### config.mk
export PLATFORM = sky130hd
export DESIGN_NAME = axi_lite_master_bridge
export DESIGN_NICKNAME = d
export VERILOG_FILES = /design/src/rtl/axi_lite_pkg.sv /design/src/rtl/ysyx_24110015_Reg.sv /design/src/rtl/axi_lite_master_bridge.sv
export SDC_FILE = /design/constraint.sdc
export NUM_CORES = 1
export LEC_CHECK = 0
export ABC_AREA = 1
export BUFFER_PORTS_ARGS = -buffer_cell sky130_fd_sc_hd__buf_2
export CORE_UTILIZATION = 45
export CTS_CLUSTER_DIAMETER = 80
export DETAILED_ROUTE_END_ITERATION = 10
export PLACE_DENSITY = 0.82
export SLEW_MARGIN = 0
export SYNTH_ARGS = -nofsm -noshare
export SYNTH_HDL_FRONTEND = slang
export SYNTH_SLANG_ARGS = --single-unit
export TNS_END_PERCENT = 1
### constraint.sdc
create_clock -name clk -period 3.2 [get_ports clk]
set_input_delay 0.48 -clock clk [delete_from_list [all_inputs] [get_ports clk]]
set_output_delay 0.48 -clock clk [all_outputs]
set_load 0.005 [all_outputs]
### src/rtl/axi_lite_pkg.sv
// rtl/axi_lite_pkg.sv - shared AXI-lite response codes and bridge state encoding
package axi_lite_pkg;

    typedef enum logic [2:0] {
        ST_IDLE,
        ST_AR,
        ST_R,
        ST_AW_W,
        ST_B,
        ST_RSP
    } bridge_state_e;

    localparam logic [1:0] RESP_OKAY   = 2'b00;
    localparam logic [1:0] RESP_EXOKAY = 2'b01;
    localparam logic [1:0] RESP_SLVERR = 2'b10;
    localparam logic [1:0] RESP_DECERR = 2'b11;

    // Anything but OKAY is reported upstream as an error, EXOKAY included.
    function automatic logic resp_is_err(input logic [1:0] resp);
        return resp != RESP_OKAY;
    endfunction

endpackage

### src/rtl/ysyx_24110015_Reg.sv
// rtl/ysyx_24110015_Reg.sv - load-enabled register with synchronous active-high reset
module ysyx_24110015_Reg #(
    parameter int              WIDTH     = 1,
    parameter logic [WIDTH-1:0] RESET_VAL = '0
) (
    input  logic             clk,
    input  logic             rst,
    input  logic [WIDTH-1:0] din,
    output logic [WIDTH-1:0] dout,
    input  logic             wen
);

    always_ff @(posedge clk) begin
        if (rst) begin
            dout <= RESET_VAL;
        end else if (wen) begin
            dout <= din;
        end
    end

endmodule

### src/rtl/axi_lite_master_bridge.sv
// rtl/axi_lite_master_bridge.sv - single-beat request port to AXI-lite initiator, one transaction in flight
module axi_lite_master_bridge
    import axi_lite_pkg::*;
#(
    parameter int ADDR_W = 32,
    parameter int DATA_W = 32
) (
    input  logic                  clk,
    input  logic                  rst,

    input  logic                  req_valid,
    output logic                  req_ready,
    input  logic                  req_wen,
    input  logic [ADDR_W-1:0]     req_addr,
    input  logic [DATA_W-1:0]     req_wdata,
    input  logic [DATA_W/8-1:0]   req_wstrb,

    output logic                  rsp_valid,
    input  logic                  rsp_ready,
    output logic [DATA_W-1:0]     rsp_rdata,
    output logic                  rsp_err,

    output logic [ADDR_W-1:0]     araddr,
    output logic                  arvalid,
    input  logic                  arready,

    input  logic [DATA_W-1:0]     rdata,
    input  logic [1:0]            rresp,
    input  logic                  rvalid,
    output logic                  rready,

    output logic [ADDR_W-1:0]     awaddr,
    output logic                  awvalid,
    input  logic                  awready,

    output logic [DATA_W-1:0]     wdata,
    output logic [DATA_W/8-1:0]   wstrb,
    output logic                  wvalid,
    input  logic                  wready,

    input  logic [1:0]            bresp,
    input  logic                  bvalid,
    output logic                  bready
);

    localparam int STRB_W = DATA_W / 8;

    bridge_state_e state_q, state_d;

    logic              req_hs;
    logic [ADDR_W-1:0] addr_q;
    logic [DATA_W-1:0] wdata_q;
    logic [STRB_W-1:0] wstrb_q;
    logic              wen_q;

    logic              aw_done_q, aw_done_d;
    logic              w_done_q, w_done_d;

    logic              rsp_load;
    logic [DATA_W-1:0] rsp_rdata_d;
    logic              rsp_err_d;

    always_ff @(posedge clk) begin
        if (rst) begin
            state_q <= ST_IDLE;
        end else begin
            state_q <= state_d;
        end
    end

    // Every bus valid is a function of state and done flags only, never of a ready.
    always_comb begin
        state_d   = state_q;
        req_ready = 1'b0;
        arvalid   = 1'b0;
        rready    = 1'b0;
        awvalid   = 1'b0;
        wvalid    = 1'b0;
        bready    = 1'b0;
        rsp_valid = 1'b0;
        case (state_q)
            ST_IDLE: begin
                req_ready = 1'b1;
                if (req_valid) begin
                    state_d = req_wen ? ST_AW_W : ST_AR;
                end
            end
            ST_AR: begin
                arvalid = 1'b1;
                if (arready) begin
                    state_d = ST_R;
                end
            end
            ST_R: begin
                rready = 1'b1;
                if (rvalid) begin
                    state_d = ST_RSP;
                end
            end
            ST_AW_W: begin
                awvalid = !aw_done_q;
                wvalid  = !w_done_q;
                // A channel still pending completes this cycle exactly when its ready is high.
                if ((aw_done_q || awready) && (w_done_q || wready)) begin
                    state_d = ST_B;
                end
            end
            ST_B: begin
                bready = 1'b1;
                if (bvalid) begin
                    state_d = ST_RSP;
                end
            end
            ST_RSP: begin
                rsp_valid = 1'b1;
                if (rsp_ready) begin
                    state_d = ST_IDLE;
                end
            end
            default: begin
                state_d = ST_IDLE;
            end
        endcase
    end

    assign req_hs = req_valid && (state_q == ST_IDLE);

    ysyx_24110015_Reg #(.WIDTH(ADDR_W)) u_addr_reg (
        .clk (clk), .rst (rst), .din (req_addr), .dout (addr_q), .wen (req_hs)
    );
    ysyx_24110015_Reg #(.WIDTH(DATA_W)) u_wdata_reg (
        .clk (clk), .rst (rst), .din (req_wdata), .dout (wdata_q), .wen (req_hs)
    );
    ysyx_24110015_Reg #(.WIDTH(STRB_W)) u_wstrb_reg (
        .clk (clk), .rst (rst), .din (req_wstrb), .dout (wstrb_q), .wen (req_hs)
    );
    ysyx_24110015_Reg #(.WIDTH(1)) u_wen_reg (
        .clk (clk), .rst (rst), .din (req_wen), .dout (wen_q), .wen (req_hs)
    );

    // Done flags only live inside AW_W, so they fall back to 0 before the next write.
    assign aw_done_d = (state_q == ST_AW_W) && (aw_done_q || awready);
    assign w_done_d  = (state_q == ST_AW_W) && (w_done_q || wready);

    ysyx_24110015_Reg #(.WIDTH(1)) u_aw_done_reg (
        .clk (clk), .rst (rst), .din (aw_done_d), .dout (aw_done_q), .wen (1'b1)
    );
    ysyx_24110015_Reg #(.WIDTH(1)) u_w_done_reg (
        .clk (clk), .rst (rst), .din (w_done_d), .dout (w_done_q), .wen (1'b1)
    );

    assign rsp_load    = wen_q ? ((state_q == ST_B) && bvalid)
                               : ((state_q == ST_R) && rvalid);
    assign rsp_rdata_d = wen_q ? '0 : rdata;
    assign rsp_err_d   = resp_is_err(wen_q ? bresp : rresp);

    ysyx_24110015_Reg #(.WIDTH(DATA_W)) u_rsp_rdata_reg (
        .clk (clk), .rst (rst), .din (rsp_rdata_d), .dout (rsp_rdata), .wen (rsp_load)
    );
    ysyx_24110015_Reg #(.WIDTH(1)) u_rsp_err_reg (
        .clk (clk), .rst (rst), .din (rsp_err_d), .dout (rsp_err), .wen (rsp_load)
    );

    assign araddr = addr_q;
    assign awaddr = addr_q;
    assign wdata  = wdata_q;
    assign wstrb  = wstrb_q;

endmodule

==> results.sh, run 1 <==
export IMPL_ys_ff_latch=107
export IMPL_drt_iter0_markers=207
export IMPL_gr_total_overflow=0
export IMPL_numPortBuffers=253
export IMPL_critPathCaptureType="primary output"
export IMPL_clk_latency_ns=0.37
export IMPL_tns_ns=0
export IMPL_required_ns=2.72
export IMPL_cp_max_fo=20
export IMPL_routed_wl_um=12000
export IMPL_fin_nets=866
export IMPL_diodes=0
export IMPL_hold_class="in -> reg"
export IMPL_syn_cell_area_mm2=0.00430
export IMPL_yosysUniqueCellTypes=21
export IMPL_maxCapViolations=0
export IMPL_p_leak_uw=0.00269
export IMPL_hold_buffers=0
export IMPL_htree_num_levels=3
export IMPL_hp_start="rdata[13]"
export IMPL_met3_length_um=912
export IMPL_hold_viol=0
export IMPL_first_pass_iters=4
export IMPL_cts_buffer_depth=2
export IMPL_synthToLayoutAreaGrowth_pct=29.4
export IMPL_timing_rr_end="u_rsp_rdata_reg.dout[12]$_SDFFE_PP0P_"
export IMPL_drv_slew=0
export IMPL_netlist_top_cells_area="dfxtp_1 50%, nand3_1 12%, a21oi_1 12%"
export IMPL_dieArea_mm2=0.00994
export IMPL_top_layer="met4"
export IMPL_period_needed_ns=2.18
export IMPL_root_buffer="clkbuf_8"
export IMPL_mostFrequentLayoutCells="253 x buf_2, 116 x nand2_1, 107 x nand3_1, 107 x dfxtp_1, 106 x a21oi_1"
export IMPL_cts_made_buffers=9
export IMPL_layout_drive_gt1_share_pct=37.5
export IMPL_power_density_mw_per_mm2=735
export IMPL_clock_fmax_mhz=459
export IMPL_min_to="u_rsp_rdata_reg.dout[13]$_SDFFE_PP0P_"
export IMPL_ys_seq_area_share_pct=49.9
export IMPL_post_cts_buffers=0
export IMPL_final_setup_viol_count=0
export IMPL_drc=0
export IMPL_grt_pass1_vias=3999
export IMPL_via_per_inst=5.00
export IMPL_rsz0062_at_grt="false"
export IMPL_dpl_hpwl_um=8400
export IMPL_grt_max_degree=79
export IMPL_grt_usage_pct=22.9
export IMPL_peakVddDrop_mv=0.408
export IMPL_post_cts_resized=0
export IMPL_initial_core_util_pct=46.5
export IMPL_whs_ns=0.351
export IMPL_wl_per_cell_um=13.5
export IMPL_synthCells=556
export IMPL_synth_area_leader_cell="dfxtp_1"
export IMPL_cp_data_arrival_time_ns=1.70
export IMPL_clkSlewWorstSetupHoldPaths_ns=0.12
export IMPL_core_area_mm2=0.00924
export IMPL_start_kind="flop"
export IMPL_synth_warnings=0
export IMPL_antenna_found_initial=0
export IMPL_outcome="finished clean"
export IMPL_r2r_cells=7
export IMPL_clock_sinks=107
export IMPL_hold_depth=3
export IMPL_regToRegSetupSlack_ns=1.14
export IMPL_grt_pass1_wl_um=18500
export IMPL_route_met2_wl_um=5990
export IMPL_rows=35
export IMPL_avgSynthCellArea_um2=7.73
export IMPL_io_pins=254
export IMPL_tightest_slew_ns=0.505
export IMPL_post_route_period_util_pct=68.0
export IMPL_synth_nets=670
export IMPL_final_common_cell="buf_2"
export IMPL_wl_met1_um=4900
export IMPL_die_w_um=99.7
export IMPL_die_y_um=99.7
export IMPL_vias=4434
export IMPL_max_slew_margin_pct=66.3
export IMPL_r2r_start="state_q[1]$_SDFFE_PP0P_"
export IMPL_utilization_pct=60.2
export IMPL_fin_skew_ns=0.0165
export IMPL_tritoncts="yes"
export IMPL_gp_congestion=0.906
export IMPL_crit_type="reg -> out"
export IMPL_synth_top_area_share_pct=49.9
export IMPL_antenna_left=0
-- registers in the layout, summed over array words and instances (netlist names) --
| signal | cells |
|---|---|
| u_addr_reg.dout | 32 |
| u_wen_reg.dout | 1 |
| u_rsp_err_reg.dout | 1 |
| u_rsp_rdata_reg.dout | 32 |
| u_wdata_reg.dout | 32 |
| u_wstrb_reg.dout | 4 |
| u_w_done_reg.dout | 1 |
| u_aw_done_reg.dout | 1 |
| state_q | 3 |
-- through the flow --
stage          instances  setup slack (ns)  area (µm²)  power (µW)
3_3_place_gp         870              1.35        5370        3240
5_1_grt              886             0.907        5560        4360
3_5_place_dp         870              1.17        5370        3300
6_report             886              1.02        5560        4090
4_1_cts              886             0.988        5560        4110
2_1_floorplan        556              1.72        4300        2810
-- worst max-delay path by stage --
stage / start / to / cells past startpoint
2_1_floorplan: req_valid / u_addr_reg.dout[0]$_SDFFE_PP0P_ / 5
3_3_place_gp: state_q[1]$_SDFFE_PP0P_ / u_rsp_rdata_reg.dout[28]$_SDFFE_PP0P_ / 7
3_5_place_dp: state_q[1]$_SDFFE_PP0P_ / u_rsp_rdata_reg.dout[12]$_SDFFE_PP0P_ / 7
4_1_cts: state_q[2]$_SDFFE_PP0P_ / req_ready / 3
5_1_grt: state_q[2]$_SDFFE_PP0P_ / req_ready / 3
6_report: state_q[2]$_SDFFE_PP0P_ / req_ready / 3
-- report_power, final --
group / total (µW) / leakage, µW / internal [µW] / switching, µW
registers: 1750 / 0.000872 / 1560 / 185
logic: 1520 / 0.00172 / 598 / 926
clock network: 813 / 0.0000981 / 338 / 475
-- cell type report --
cell class	count	area, µm²
Multi-Input combinational cell	356	1660
Fill cell	826	3680
Clock inverter	5	45.0
Sequential cell	107	2140
Tap cell	129	161
Clock buffer	11	151
Inverter	16	60.1
Timing Repair Buffer	262	1350
-- logic make-up after synthesis --
group	count (synthesis)	share of synthesized area [%]
compound gates	110	12.9
buf+inv	93	11.7
flops	107	49.9
simple gates	246	25.5
-- metal layers --
layer / track usage, % / vias up
li1: - / 2207
met1: 27.6 / 2017
met2: 39.3 / 195
met3: 6.54 / 15
met4: 7.24 / 0
met5: 0 / -
-- cell usage after synthesis, drive strengths merged --
library cell	n
nor3	5
nand3	108
buf	48
nand4	1
nand3b	1
a211oi	1
nand2	117
dfxtp	107
inv	16
nor2	14
o21ai	2
clkbuf	29
a21oi	106
o31ai	1
-- worst max-delay path, stage by stage, from the launching register on --
cell     delay, ns
dfxtp_1       0.44
nor3_4        0.43
buf_4         0.32
buf_2         0.15
No activity file was read; power rests on OpenSTA's default activity.
==> inputs of run 2 (changes only) <==
--- a/config.mk
+++ b/config.mk
@@ -7,10 +7,10 @@
 export LEC_CHECK = 0
 export ABC_AREA = 1
 export BUFFER_PORTS_ARGS = -buffer_cell sky130_fd_sc_hd__buf_2
-export CORE_UTILIZATION = 45
+export CORE_UTILIZATION = 43
 export CTS_CLUSTER_DIAMETER = 80
 export DETAILED_ROUTE_END_ITERATION = 10
-export PLACE_DENSITY = 0.82
+export PLACE_DENSITY = 0.79
 export SLEW_MARGIN = 0
 export SYNTH_ARGS = -nofsm -noshare
 export SYNTH_HDL_FRONTEND = slang
==> constraint.sdc (replaced) <==
create_clock -name clk -period 2.1 [get_ports clk]
set_input_delay 0.315 -clock clk [delete_from_list [all_inputs] [get_ports clk]]
set_output_delay 0.315 -clock clk [all_outputs]
set_load 0.005 [all_outputs]
==> results.sh, run 2 (synthesized netlist as in run 1, its figures left out) <==
export IMPL_clock_fmax_mhz=551
export IMPL_vias=4478
export IMPL_fin_nets=866
export IMPL_cp_cell_sequence="nand2_1 -> nor2_1 -> inv_1 -> nor2_1 -> buf_2"
export IMPL_gp_congestion=0.781
export IMPL_r2r_cells=6
export IMPL_max_slew_margin_pct=67.1
export IMPL_numPortBuffers=253
export IMPL_htree_num_levels=3
export IMPL_post_cts_resized=0
export IMPL_fin_skew_ns=0.0122
export IMPL_grt_pass1_vias=3987
export IMPL_first_pass_iters=5
export IMPL_regToRegSetupSlack_ns=0.35
export IMPL_tritoncts="yes"
export IMPL_cts_made_buffers=9
export IMPL_route_met2_wl_um=5930
export IMPL_met3_length_um=737
export IMPL_mostFrequentLayoutCells="253 x buf_2, 116 x nand2_1, 107 x nand3_1, 107 x dfxtp_1, 106 x a21oi_1"
export IMPL_cts_buffer_depth=2
export IMPL_hold_depth=3
export IMPL_dpl_hpwl_um=8540
export IMPL_peakVddDrop_mv=0.463
export IMPL_initial_core_util_pct=44.2
export IMPL_post_route_period_util_pct=86.4
export IMPL_outcome="finished clean"
export IMPL_finalNonFillerCells=888
export IMPL_grt_max_degree=68
export IMPL_synthToLayoutAreaGrowth_pct=30.2
export IMPL_antenna_left=0
export IMPL_critPathCaptureType="primary output"
export IMPL_cp_max_fo=11
export IMPL_cpPeakStageDelay_ns=0.59
export IMPL_power_uw=6280
export IMPL_fill_cells=937
export IMPL_period_needed_ns=1.81
export IMPL_root_buffer="clkbuf_8"
export IMPL_required_ns=1.78
export IMPL_hp_start="rdata[5]"
export IMPL_start_kind="flop"
export IMPL_gr_total_overflow=0
export IMPL_cp_common_cell="nor2_1"
export IMPL_drv_slew=0
export IMPL_clock_sinks=107
export IMPL_grt_pass1_wl_um=18200
export IMPL_crit_path_top_delay_cell="dfxtp_1"
export IMPL_layout_drive_gt1_share_pct=37.4
export IMPL_rsz0062_at_grt="false"
export IMPL_dieArea_mm2=0.0104
export IMPL_clk_latency_ns=0.35
export IMPL_min_to="u_rsp_rdata_reg.dout[5]$_SDFFE_PP0P_"
export IMPL_rows=36
export IMPL_tightest_slew_ns=0.493
export IMPL_final_common_cell="buf_2"
export IMPL_grt_usage_pct=22.1
export IMPL_post_cts_buffers=0
export IMPL_antenna_found_initial=0
export IMPL_p_leak_uw=0.00270
export IMPL_power_density_mw_per_mm2=1120
export IMPL_die_w_um=102
export IMPL_hold_viol=0
export IMPL_wl_per_cell_um=13.4
export IMPL_top_layer="met4"
export IMPL_wl_met1_um=4990
export IMPL_drc=0
export IMPL_timing_rr_end="u_rsp_rdata_reg.dout[28]$_SDFFE_PP0P_"
export IMPL_crit_type="reg -> out"
export IMPL_maxCapViolations=0
export IMPL_hold_class="in -> reg"
export IMPL_clkSlewWorstSetupHoldPaths_ns=0.09
export IMPL_die_y_um=102
export IMPL_cp_num_buf_inv=2
export IMPL_via_per_inst=5.04
export IMPL_whs_ns=0.202
export IMPL_drt_iter0_markers=161
export IMPL_cp_data_arrival_time_ns=1.50
export IMPL_routed_wl_um=11900
export IMPL_reg_top3="u_addr_reg.dout x32, u_rsp_rdata_reg.dout x32, u_wdata_reg.dout x32"
export IMPL_r2r_start="state_q[1]$_SDFFE_PP0P_"
export IMPL_hold_buffers=0
export IMPL_io_pins=254
export IMPL_dpl_cell_count=874
export IMPL_core_area_mm2=0.00973
export IMPL_final_setup_viol_count=0
export IMPL_diodes=0
export IMPL_tns_ns=0
export IMPL_path_delay_family="flip-flops"
-- run 2: worst max path at each step --
stage	startpoint	end	slack [ns]	depth (start not counted)
after CTS	state_q[0]$_SDFFE_PP0P_	awvalid	0.27	5
after global routing	state_q[0]$_SDFFE_PP0P_	awvalid	0.09	5
after floorplan	state_q[0]$_SDFFE_PP0P_	u_rsp_rdata_reg.dout[10]$_SDFFE_PP0P_	0.74	6
final	state_q[1]$_SDFFE_PP0P_	awvalid	0.29	5
after detailed placement	state_q[1]$_SDFFE_PP0P_	u_rsp_rdata_reg.dout[25]$_SDFFE_PP0P_	0.38	6
after global placement	state_q[1]$_SDFFE_PP0P_	u_rsp_rdata_reg.dout[31]$_SDFFE_PP0P_	0.50	6
-- run 2: area by class of cell --
type | count | area, µm² | share of cell area [%]
inverters | 16 | 60.1 | 1.07
clock inverters | 2 | 35.0 | 0.626
repair buffers | 262 | 1370 | 24.5
multi-input cells | 356 | 1660 | 29.6
flip-flops and latches | 107 | 2140 | 38.3
clock buffers | 12 | 165 | 2.95
well taps | 133 | 166 | 2.97
-- run 2: power breakdown --
| group | internal [µW] | switching [µW] |
|---|---|---|
| Clock | 635 | 637 |
| Combinational | 927 | 1400 |
| Sequential | 2380 | 291 |
-- run 2: stage by stage --
stage                     utilization (%)  instance area [µm²]  worst slack [ns]
after floorplan                         -                 4300             0.741
after global placement               55.5                 5400             0.498
after detailed placement             55.5                 5400             0.382
after CTS                            57.5                 5600             0.265
after global routing                 57.5                 5600            0.0885
final                                57.5                 5600             0.286
-- run 2: worst register-to-register path, stage by stage, from the launching register on --
cell,delay [ns]
dfxtp_1,0.59
inv_1,0.14
nor3_2,0.18
nand3_2,0.10
inv_2,0.39
nand2_1,0.11
a21oi_1,0.17
-- run 2: layer usage --
| metal | vias up | GRT usage, % |
|---|---|---|
| met1 | 2082 | 26.4 |
| met2 | 169 | 38.0 |
| met5 | - | 0 |
| met3 | 21 | 5.27 |
| met4 | 0 | 9.56 |
| li1 | 2206 | - |
==> inputs of run 3 (changes only) <==
--- a/config.mk
+++ b/config.mk
@@ -5,12 +5,12 @@
 export SDC_FILE = /design/constraint.sdc
 export NUM_CORES = 1
 export LEC_CHECK = 0
-export ABC_AREA = 1
+export ABC_CLOCK_PERIOD_IN_PS = 2100
 export BUFFER_PORTS_ARGS = -buffer_cell sky130_fd_sc_hd__buf_2
 export CORE_UTILIZATION = 43
 export CTS_CLUSTER_DIAMETER = 80
 export DETAILED_ROUTE_END_ITERATION = 10
-export PLACE_DENSITY = 0.79
+export PLACE_DENSITY = 0.8
 export SLEW_MARGIN = 0
 export SYNTH_ARGS = -nofsm -noshare
 export SYNTH_HDL_FRONTEND = slang
==> results.sh, run 3 <==
export IMPL_synth_warnings=0
export IMPL_power_density_mw_per_mm2=1090
export IMPL_synth_edff_count=0
export IMPL_yosysMostFrequentCell="nand2_1"
export IMPL_path_delay_family="simple AND/OR/NAND/NOR gates"
export IMPL_ys_ff_latch=107
export IMPL_grt_pass1_wl_um=16400
export IMPL_outcome="finished clean"
export IMPL_wl_per_cell_um=13.2
export IMPL_r2r_cells=4
export IMPL_maxCapViolations=0
export IMPL_routed_wl_um=11000
export IMPL_clk_latency_ns=0.36
export IMPL_numPortBuffers=253
export IMPL_crit_type="reg -> out"
export IMPL_antenna_left=0
export IMPL_top_layer="met4"
export IMPL_initial_core_util_pct=44.8
export IMPL_gp_congestion=0.730
export IMPL_ys_dominant_reg_cell="dfxtp_1"
export IMPL_cts_buffer_depth=2
export IMPL_cp_max_fo=11
export IMPL_fill_cells=873
export IMPL_cp_depth=4
export IMPL_io_pins=254
export IMPL_synth_area_leader_cell="dfxtp_1"
export IMPL_period_needed_ns=1.75
export IMPL_final_common_cell="buf_2"
export IMPL_p_leak_uw=0.00272
export IMPL_crit_path_top_delay_cell="dfxtp_1"
export IMPL_rsz0062_at_grt="false"
export IMPL_fin_skew_ns=0.0167
export IMPL_tritoncts="yes"
export IMPL_drt_iter0_markers=117
export IMPL_root_buffer="clkbuf_8"
export IMPL_drc=0
export IMPL_rows=35
export IMPL_avgSynthCellArea_um2=8.47
export IMPL_grt_pass1_vias=3554
export IMPL_tns_ns=0
export IMPL_layout_drive_gt1_share_pct=41.1
export IMPL_vias=4068
export IMPL_synthCells=491
export IMPL_whs_ns=0.175
export IMPL_cp_num_buf_inv=2
export IMPL_finalWorstSetupSlack_ns=0.349
export IMPL_antenna_found_initial=0
export IMPL_synth_nets=605
export IMPL_reg_top3="u_addr_reg.dout x32, u_rsp_rdata_reg.dout x32, u_wdata_reg.dout x32"
export IMPL_tightest_slew_ns=0.730
export IMPL_yosysUniqueCellTypes=33
export IMPL_start_kind="flop"
export IMPL_regToRegSetupSlack_ns=0.50
export IMPL_fin_nets=809
export IMPL_final_setup_viol_count=0
export IMPL_via_per_inst=4.91
export IMPL_hold_buffers=0
export IMPL_die_w_um=100
export IMPL_peakVddDrop_mv=0.540
export IMPL_clock_sinks=107
export IMPL_power_uw=5930
export IMPL_post_route_period_util_pct=83.4
export IMPL_dpl_cell_count=813
export IMPL_gr_total_overflow=0
export IMPL_cp_data_arrival_time_ns=1.44
export IMPL_core_area_mm2=0.00928
export IMPL_critPathCaptureType="primary output"
export IMPL_netlist_top_cells_area="dfxtp_1 52%, nand2_1 13%, a21oi_1 8.5%"
export IMPL_hold_viol=0
export IMPL_hold_class="in -> reg"
export IMPL_met3_length_um=749
export IMPL_grt_usage_pct=20.3
export IMPL_synthToLayoutAreaGrowth_pct=31.1
export IMPL_htree_num_levels=3
export IMPL_wl_met1_um=4510
export IMPL_cts_made_buffers=9
export IMPL_dpl_hpwl_um=7980
export IMPL_dp_slack_ns=0.124
export IMPL_cpPeakStageDelay_ns=0.35
export IMPL_max_slew_margin_pct=51.2
export IMPL_drv_slew=0
export IMPL_cp_cell_sequence="buf_4 -> nor2b_1 -> and2_1 -> buf_2"
export IMPL_die_y_um=100
export IMPL_ys_seq_area_share_pct=51.5
export IMPL_synth_top_area_share_pct=51.5
export IMPL_mostFrequentLayoutCells="252 x buf_2, 140 x nand2_1, 107 x dfxtp_1"
export IMPL_grt_max_degree=70
export IMPL_diodes=0
export IMPL_dieArea_mm2=0.0101
export IMPL_route_met2_wl_um=5420
export IMPL_clock_fmax_mhz=571
export IMPL_first_pass_iters=4
export IMPL_syn_cell_area_mm2=0.00416
export IMPL_hold_depth=3
export IMPL_async_reset_ff_share_pct=0
export IMPL_synth_common_cells="141 x nand2_1, 107 x dfxtp_1, 71 x a21oi_1, 39 x nor2_1, 35 x buf_4"
export IMPL_finalNonFillerCells=829
export IMPL_clkSlewWorstSetupHoldPaths_ns=0.12
export IMPL_required_ns=1.78
-- run 3: cell count changes after synthesis, sizes merged, moves of 24 or more --
cell   previous run  this run
a21oi           106        71
a22oi             0        33
nand2           117       141
nand3           108         1
nor2             14        40
-- run 3: worst paths after layout --
kind                                           from                                   end
hold reg to reg   u_wdata_reg.dout[18]$_SDFFE_PP0P_     u_wdata_reg.dout[18]$_SDFFE_PP0P_
hold / removal                        req_wdata[25]     u_wdata_reg.dout[25]$_SDFFE_PP0P_
setup reg to reg            state_q[0]$_SDFFE_PP0P_  u_rsp_rdata_reg.dout[5]$_SDFFE_PP0P_
setup / recovery            state_q[2]$_SDFFE_PP0P_                             rsp_valid
-- run 3: metal layers --
layer / up-vias / GRT usage [%]
li1: 1997 / -
met1: 1870 / 24.2
met2: 177 / 34.9
met3: 24 / 5.57
met4: 0 / 7.58
met5: - / 0
-- run 3: stage by stage --
| step | cell area [µm²] | util, % |
|---|---|---|
| finish | 5450 | 58.7 |
| global route | 5450 | 58.7 |
| CTS | 5450 | 58.7 |
| detailed placement | 5260 | 56.7 |
| global placement | 5260 | 56.7 |
| floorplan | 4160 | - |
-- run 3: worst reg2reg max path, cell delays in order (launching register included) --
cell	delay (ns)
dfxtp_1	0.33
nand4bb_4	0.26
nor2_4	0.59
a22oi_1	0.21
nor2_1	0.14
-- run 3: kinds of logic after synthesis --
family | after synthesis | synth area share, %
flip-flops | 107 | 51.5
AO/OA/AOI/OAI | 113 | 17.3
AND/OR/NAND/NOR | 199 | 20.3
buffers and inverters | 70 | 10.4
multiplexers | 2 | 0.481
-- run 3: power breakdown --
part	internal (µW)	leakage (µW)	switching (µW)
clock network	461	0.0000913	740
logic	930	0.00175	1200
registers	2390	0.000873	211
total	3780	0.00272	2150
-- run 3: final cells by class --
cell class | instances | area, µm² | share of cell area, %
clock inverters | 6 | 56.3 | 1.03
multi-input cells | 314 | 1590 | 29.2
inverters | 2 | 7.51 | 0.138
repair buffers | 261 | 1370 | 25.1
well taps | 129 | 161 | 2.96
clock buffers | 10 | 128 | 2.34
flip-flops and latches | 107 | 2140 | 39.3
-- run 3: repair_timing --
| action | CTS | global route |
|---|---|---|
| gates resized for setup | 0 | 1 |
| setup endpoints to repair | 0 | 16 |
| setup buffers | 0 | 0 |
